$ cat src/rtl/vim_scan_pkg.sv
// vim_scan_pkg
// Shared types and defaults for the scan-protection unlock path.
//   scan_ldr_state_t        : key loader state encoding
//   SCAN_IDLE_WORD          : value driven on scan_key when no word is presented
//   SCAN_LDR_MAX_WORDS      : default word budget before permanent lockout
//   SCAN_LDR_TIMEOUT_CYCLES : default idle cycles allowed inside a partial word

`ifndef SCAN_KEY_WIDTH
`define SCAN_KEY_WIDTH 32
`endif

`ifndef SCAN_KEY_NUMBER
`define SCAN_KEY_NUMBER 8
`endif

package vim_scan_pkg;

    typedef enum logic [2:0] {
        SCAN_LDR_IDLE   = 3'd0,
        SCAN_LDR_SHIFT  = 3'd1,
        SCAN_LDR_ISSUE  = 3'd2,
        SCAN_LDR_DONE   = 3'd3,
        SCAN_LDR_LOCKED = 3'd4
    } scan_ldr_state_t;

    localparam logic [`SCAN_KEY_WIDTH-1:0] SCAN_IDLE_WORD = '0;

    localparam int SCAN_LDR_MAX_WORDS      = 16;
    localparam int SCAN_LDR_TIMEOUT_CYCLES = 64;

endpackage

$ cat src/rtl/vim_scan_key_loader.sv
// vim_scan_key_loader
// Deserializes an MSB-first key bitstream into SCAN_KEY_WIDTH-bit words and
// presents each completed word to vim_scan_control for exactly one cycle.
// A word budget and an inter-bit timeout bound the number of unlock attempts.
//
// Ports:
//   clk             : clock, all state on rising edge
//   rst_n           : asynchronous active-low reset
//   key_sdi         : serial key data, MSB first
//   key_sdi_valid   : key_sdi sampled when high
//   key_sof         : start of word, qualified by key_sdi_valid
//   scan_unlock     : unlock status from vim_scan_control
//   scan_key        : assembled word, SCAN_IDLE_WORD when idle
//   key_word_issued : one-cycle pulse with each presented word
//   key_frame_err   : one-cycle pulse when a partial word times out
//   loader_locked   : sticky lockout indicator
//   words_issued    : saturating count of issued words
//
// state  | meaning
// IDLE   | no partial word held, bit count 0
// SHIFT  | partial word held, timeout running
// ISSUE  | completed word on scan_key for this single cycle
// DONE   | unlocked; input ignored, outputs frozen
// LOCKED | word budget exhausted; input ignored until reset

`ifndef SCAN_KEY_WIDTH
`define SCAN_KEY_WIDTH 32
`endif

`ifndef SCAN_KEY_NUMBER
`define SCAN_KEY_NUMBER 8
`endif

module vim_scan_key_loader
    import vim_scan_pkg::*;
#(
    parameter int SCAN_KEY_WIDTH  = `SCAN_KEY_WIDTH,
    parameter int SCAN_KEY_NUMBER = `SCAN_KEY_NUMBER,
    parameter int MAX_WORDS       = SCAN_LDR_MAX_WORDS,
    parameter int TIMEOUT_CYCLES  = SCAN_LDR_TIMEOUT_CYCLES
) (
    input  logic                             clk,
    input  logic                             rst_n,
    input  logic                             key_sdi,
    input  logic                             key_sdi_valid,
    input  logic                             key_sof,
    input  logic                             scan_unlock,
    output logic [SCAN_KEY_WIDTH-1:0]        scan_key,
    output logic                             key_word_issued,
    output logic                             key_frame_err,
    output logic                             loader_locked,
    output logic [$clog2(MAX_WORDS+1)-1:0]   words_issued
);

    localparam int WCW = $clog2(MAX_WORDS + 1);
    localparam int BCW = $clog2(SCAN_KEY_WIDTH + 1);
    localparam int TCW = $clog2(TIMEOUT_CYCLES + 1);

    localparam logic [WCW-1:0] WORDS_MAX = WCW'(MAX_WORDS);
    localparam logic [BCW-1:0] BIT_LAST  = BCW'(SCAN_KEY_WIDTH);
    localparam logic [TCW-1:0] TO_LAST   = TCW'(TIMEOUT_CYCLES - 1);

    // A budget smaller than one full sequence plus one would lock out a
    // legitimate unlock attempt.
    if (MAX_WORDS < SCAN_KEY_NUMBER + 1) begin : g_budget_check
        $error("MAX_WORDS must be at least SCAN_KEY_NUMBER+1");
    end

    if (SCAN_KEY_WIDTH < 2) begin : g_width_check
        $error("SCAN_KEY_WIDTH must be at least 2");
    end

    scan_ldr_state_t            state_q, state_d;
    logic [SCAN_KEY_WIDTH-1:0]  shreg_q, shreg_d;
    logic [BCW-1:0]             bit_cnt_q, bit_cnt_d;
    logic [TCW-1:0]             to_cnt_q, to_cnt_d;
    logic [SCAN_KEY_WIDTH-1:0]  scan_key_q, scan_key_d;
    logic                       issued_q, issued_d;
    logic                       ferr_q, ferr_d;
    logic                       locked_q, locked_d;
    logic [WCW-1:0]             words_q, words_d;

    logic [SCAN_KEY_WIDTH-1:0]  shift_word;
    logic [BCW-1:0]             bit_cnt_inc;
    logic                       word_done;

    // key_sof restarts the word with the current bit as its first bit.
    assign shift_word  = key_sof ? {{(SCAN_KEY_WIDTH-1){1'b0}}, key_sdi}
                                 : {shreg_q[SCAN_KEY_WIDTH-2:0], key_sdi};
    assign bit_cnt_inc = key_sof ? BCW'(1) : bit_cnt_q + BCW'(1);
    assign word_done   = (bit_cnt_inc == BIT_LAST);

    always_ff @(posedge clk or negedge rst_n) begin
        if (!rst_n) begin
            state_q    <= SCAN_LDR_IDLE;
            shreg_q    <= '0;
            bit_cnt_q  <= '0;
            to_cnt_q   <= '0;
            scan_key_q <= '0;
            issued_q   <= 1'b0;
            ferr_q     <= 1'b0;
            locked_q   <= 1'b0;
            words_q    <= '0;
        end else begin
            state_q    <= state_d;
            shreg_q    <= shreg_d;
            bit_cnt_q  <= bit_cnt_d;
            to_cnt_q   <= to_cnt_d;
            scan_key_q <= scan_key_d;
            issued_q   <= issued_d;
            ferr_q     <= ferr_d;
            locked_q   <= locked_d;
            words_q    <= words_d;
        end
    end

    always_comb begin
        state_d    = state_q;
        shreg_d    = shreg_q;
        bit_cnt_d  = bit_cnt_q;
        to_cnt_d   = '0;
        scan_key_d = SCAN_KEY_WIDTH'(SCAN_IDLE_WORD);
        issued_d   = 1'b0;
        ferr_d     = 1'b0;
        locked_d   = locked_q;
        words_d    = words_q;

        case (state_q)
            SCAN_LDR_IDLE, SCAN_LDR_SHIFT, SCAN_LDR_ISSUE: begin
                if (scan_unlock) begin
                    // Unlock takes priority over both lockout and word completion.
                    state_d   = SCAN_LDR_DONE;
                    shreg_d   = '0;
                    bit_cnt_d = '0;
                end else if (state_q == SCAN_LDR_ISSUE && words_q == WORDS_MAX) begin
                    // Budget spent on the word just presented; no further attempts.
                    state_d   = SCAN_LDR_LOCKED;
                    locked_d  = 1'b1;
                    shreg_d   = '0;
                    bit_cnt_d = '0;
                end else if (key_sdi_valid) begin
                    if (word_done) begin
                        state_d    = SCAN_LDR_ISSUE;
                        scan_key_d = shift_word;
                        issued_d   = 1'b1;
                        words_d    = (words_q == WORDS_MAX) ? words_q : words_q + WCW'(1);
                        shreg_d    = '0;
                        bit_cnt_d  = '0;
                    end else begin
                        state_d   = SCAN_LDR_SHIFT;
                        shreg_d   = shift_word;
                        bit_cnt_d = bit_cnt_inc;
                    end
                end else if (state_q == SCAN_LDR_SHIFT) begin
                    if (to_cnt_q == TO_LAST) begin
                        state_d   = SCAN_LDR_IDLE;
                        ferr_d    = 1'b1;
                        shreg_d   = '0;
                        bit_cnt_d = '0;
                    end else begin
                        to_cnt_d = to_cnt_q + TCW'(1);
                    end
                end else begin
                    state_d = SCAN_LDR_IDLE;
                end
            end

            SCAN_LDR_DONE: begin
                state_d = SCAN_LDR_DONE;
            end

            SCAN_LDR_LOCKED: begin
                state_d = SCAN_LDR_LOCKED;
            end

            default: begin
                state_d   = SCAN_LDR_IDLE;
                shreg_d   = '0;
                bit_cnt_d = '0;
            end
        endcase
    end

    assign scan_key        = scan_key_q;
    assign key_word_issued = issued_q;
    assign key_frame_err   = ferr_q;
    assign loader_locked   = locked_q;
    assign words_issued    = words_q;

endmodule

$ cat config.mk
export PLATFORM = sky130hd
export DESIGN_NAME = vim_scan_key_loader
export DESIGN_NICKNAME = d
export VERILOG_FILES = /design/src/rtl/vim_scan_pkg.sv /design/src/rtl/vim_scan_key_loader.sv
export SDC_FILE = /design/constraint.sdc
export NUM_CORES = 1
export LEC_CHECK = 0
export ABC_AREA = 1
export CORE_ASPECT_RATIO = 1.4
export CORE_MARGIN = 5
export CORE_UTILIZATION = 54
export CTS_CLUSTER_SIZE = 30
export DETAILED_ROUTE_END_ITERATION = 7
export HOLD_SLACK_MARGIN = 0.06
export PLACE_DENSITY = 0.78
export SETUP_SLACK_MARGIN = 0.02
export SYNTH_ARGS = -nofsm -noshare
export SYNTH_HDL_FRONTEND = slang
export SYNTH_SLANG_ARGS = --single-unit
$ cat constraint.sdc
create_clock -name clk -period 2.5 [get_ports clk]
set_input_delay 0.5 -clock clk [delete_from_list [all_inputs] [get_ports clk]]
set_output_delay 0.5 -clock clk [all_outputs]
set_load 0.01 [all_outputs]
==> results.cfg <==
[pwr]
pwr-share-clk_pct = 36.3
p_seq_share_pct = 55.5
power_mw = 2.61
irDropWorstVdd_uv = 379
switching_share_pct = 24.7
p_leak_nw = 2.16
intPower_mw = 1.97
p_comb_share_pct = 8.2
power_per_cell_area_mw_per_mm2 = 553
p_sw_mw = 0.643

[placed_design]
hpwl_um = 5170
port_buffers = 45
post_dp_cell_area_mm2 = 0.00452
pre_cts_slack_ps = 189
gp_congestion = 0.856

[sta]
timing.final.crit_share_pct = 83.0
fin_worst_skew_ps = 6.17
timing.final.ws_setup_ps = 426
worst_pin_slew_ps = 669
slew_headroom_pct = 55.4
finalHoldViolCount = 0
fin_tns_setup_ps = 0
finalMaxSlewViolations = 0
fin_hold_ws_ps = 171
fin_crit_ps = 2070
fmaxAchievable_mhz = 482
finalSetupViolCount = 0
grt_setup_unrepaired = false

[detailed_routing]
drt_wl_total_um = 7290
drc = 0
drt_iter0_markers = 228
vias = 2924
ant_nets = 0
wl_per_cell_um = 13.0
firstDrtPassIters = 4
viasPerCell = 5.20

[cts]
clk_latency_ps = 350
cts_max_level = 3
clock-root-buffer = clkbuf_8
cts_tree = done
clockBufferDepth = 2
cts_resized = 0
cts_buffers = 9
post_cts_buffers = 0
clkTransAtPathRegs_ps = 80
cts_sinks = 87
cts_hold_buf = 0

[layout]
regArea_mm2 = 0.00218
final_common_cell = nand2_1
syn2layout_area_growth_pct = 17.8
final_nets = 470
num-fill-cells = 663
antennaDiodeCount = 0
multi_input_area_mm2 = 0.00158
fin_area_mm2 = 0.00471
drive_gt1_share_pct = 15.1
layout_common_cells = nand2_1, dfrtp_1, clkdlybuf4s50_1, nand4_1, nor2_4

[critical_path]
critPathMaxFanout = 14
crit_path_end_kind = flip-flop
arrival_ps = 2360
crit_required_ps = 2790
critPathKind = reg2reg
cp-start-kind = flip-flop

[floorplanning]
fp.coreArea_mm2 = 0.00731
ioPinCount = 46
die_x_um = 82.7
fp.dieH_um = 112
start_util_pct = 54.7
die_area_mm2 = 0.00925
row_count = 37

[global_route]
track_usage_pct = 18.4
grt_pass1_vias = 2884
grt_max_degree = 63
grt_pass1_wl_um = 13200
overflow = 0
antenna_found_initial = 0

[yosys]
syn_inst = 414
seq_area_frac_synth_pct = 54.4
syn-num-nets = 424
ys_seq_elements = 87
yosys_warnings = 0
avgSynthCellArea_um2 = 9.66
syn-cell-area_mm2 = 0.00400
ys_types = 30

[status]
status = complete, no violations

[min_path]
min_path_type = in2async

[run]
maxCapViolations = 0
==> synthesized netlist by cell type, drive strengths merged <==
| cell type | count | area [µm²] |
|---|---|---|
| o21ai | 2 | 10.0 |
| nand3 | 18 | 95.1 |
| xnor2 | 2 | 17.5 |
| dfrtp | 87 | 2180 |
| a21oi | 3 | 18.8 |
| nand2 | 148 | 584 |
| nor2 | 55 | 473 |
| clkbuf | 3 | 11.3 |
| a21boi | 1 | 7.51 |
| inv | 24 | 90.1 |
| buf | 16 | 146 |
| nand4 | 37 | 231 |
| ha | 4 | 50.1 |
| o21a | 1 | 7.51 |
| nand3b | 1 | 7.51 |
| nor3 | 10 | 55.1 |
| xor2 | 2 | 17.5 |
==> layer usage <==
metal | vias up | part of all wire (%) | track usage [%]
li1 | 1424 | - | -
met1 | 1436 | 41 | 22.5
met2 | 58 | 54 | 30.5
met3 | 6 | 3.9 | 5.42
met4 | 0 | 1.1 | 6.65
met5 | - | 0 | 0
==> area by class of cell <==
class / instances / share of cell area (%)
flip-flops and latches: 87 / 46.2
clock inverters: 3 / 0.903
clock buffers: 13 / 3.16
well taps: 97 / 2.57
repair buffers: 54 / 11.7
inverters: 24 / 1.91
multi-input cells: 284 / 33.5
==> state kept, by name, indices dropped and copies added, names as in the netlist <==
register,flops
bit_cnt_q,6
key_frame_err,1
key_word_issued,1
loader_locked,1
scan_key,32
shreg_q,31
state_q,3
to_cnt_q,7
words_issued,5
==> per-stage QoR <==
stage / utilization [%] / cells
2_1_floorplan: - / 414
3_3_place_gp: 61.8 / 546
3_5_place_dp: 61.8 / 546
4_1_cts: 64.4 / 562
5_1_grt: 64.4 / 562
6_report: 64.4 / 562
==> worst paths after layout <==
check	from	to	slack [ps]	depth (start not counted)
min in group clk	to_cnt_q[0]$_DFF_PN0_	to_cnt_q[0]$_DFF_PN0_	460	1
max in group asynchronous	rst_n	shreg_q[14]$_DFFE_PN0P_	1630	2
min	rst_n	scan_key[27]$_DFF_PN0_	170	1
min reg2reg	to_cnt_q[0]$_DFF_PN0_	to_cnt_q[0]$_DFF_PN0_	460	1
max reg2reg	bit_cnt_q[0]$_DFFE_PN0P_	scan_key[11]$_DFF_PN0_	430	8
max	bit_cnt_q[0]$_DFFE_PN0P_	scan_key[11]$_DFF_PN0_	430	8
==> critical path, stage by stage, from the launching register on <==
cell and delay, ps:
dfrtp_1 480, ha_1 350, nand3b_1 210, nor2_4 150, nand3_2 130, nor2_8 220, nand2_8 170, buf_12 210
nor2_4 70
==> power groups by stage <==
stage / clock (mW) / combinational (mW) / sequential (mW)
finish: 0.947 / 0.213 / 1.45
global route: 1.05 / 0.243 / 1.45
CTS: 0.978 / 0.218 / 1.45
detailed placement: 0 / 0.218 / 1.47
global placement: 0 / 0.210 / 1.47
floorplan: 0 / 0.162 / 1.47
==> logic make-up after synthesis <==
kind of cell | after synthesis | share of synthesized area (%)
xor gates and xnor gates | 4 | 0.876
adders and majority gates | 4 | 1.25
and+or+nand+nor | 269 | 36.2
DFF | 87 | 54.4
buffers and inverters | 43 | 6.19
AOI/OAI and AO/OA | 7 | 1.09
No activity file was read; power rests on OpenSTA's default activity.
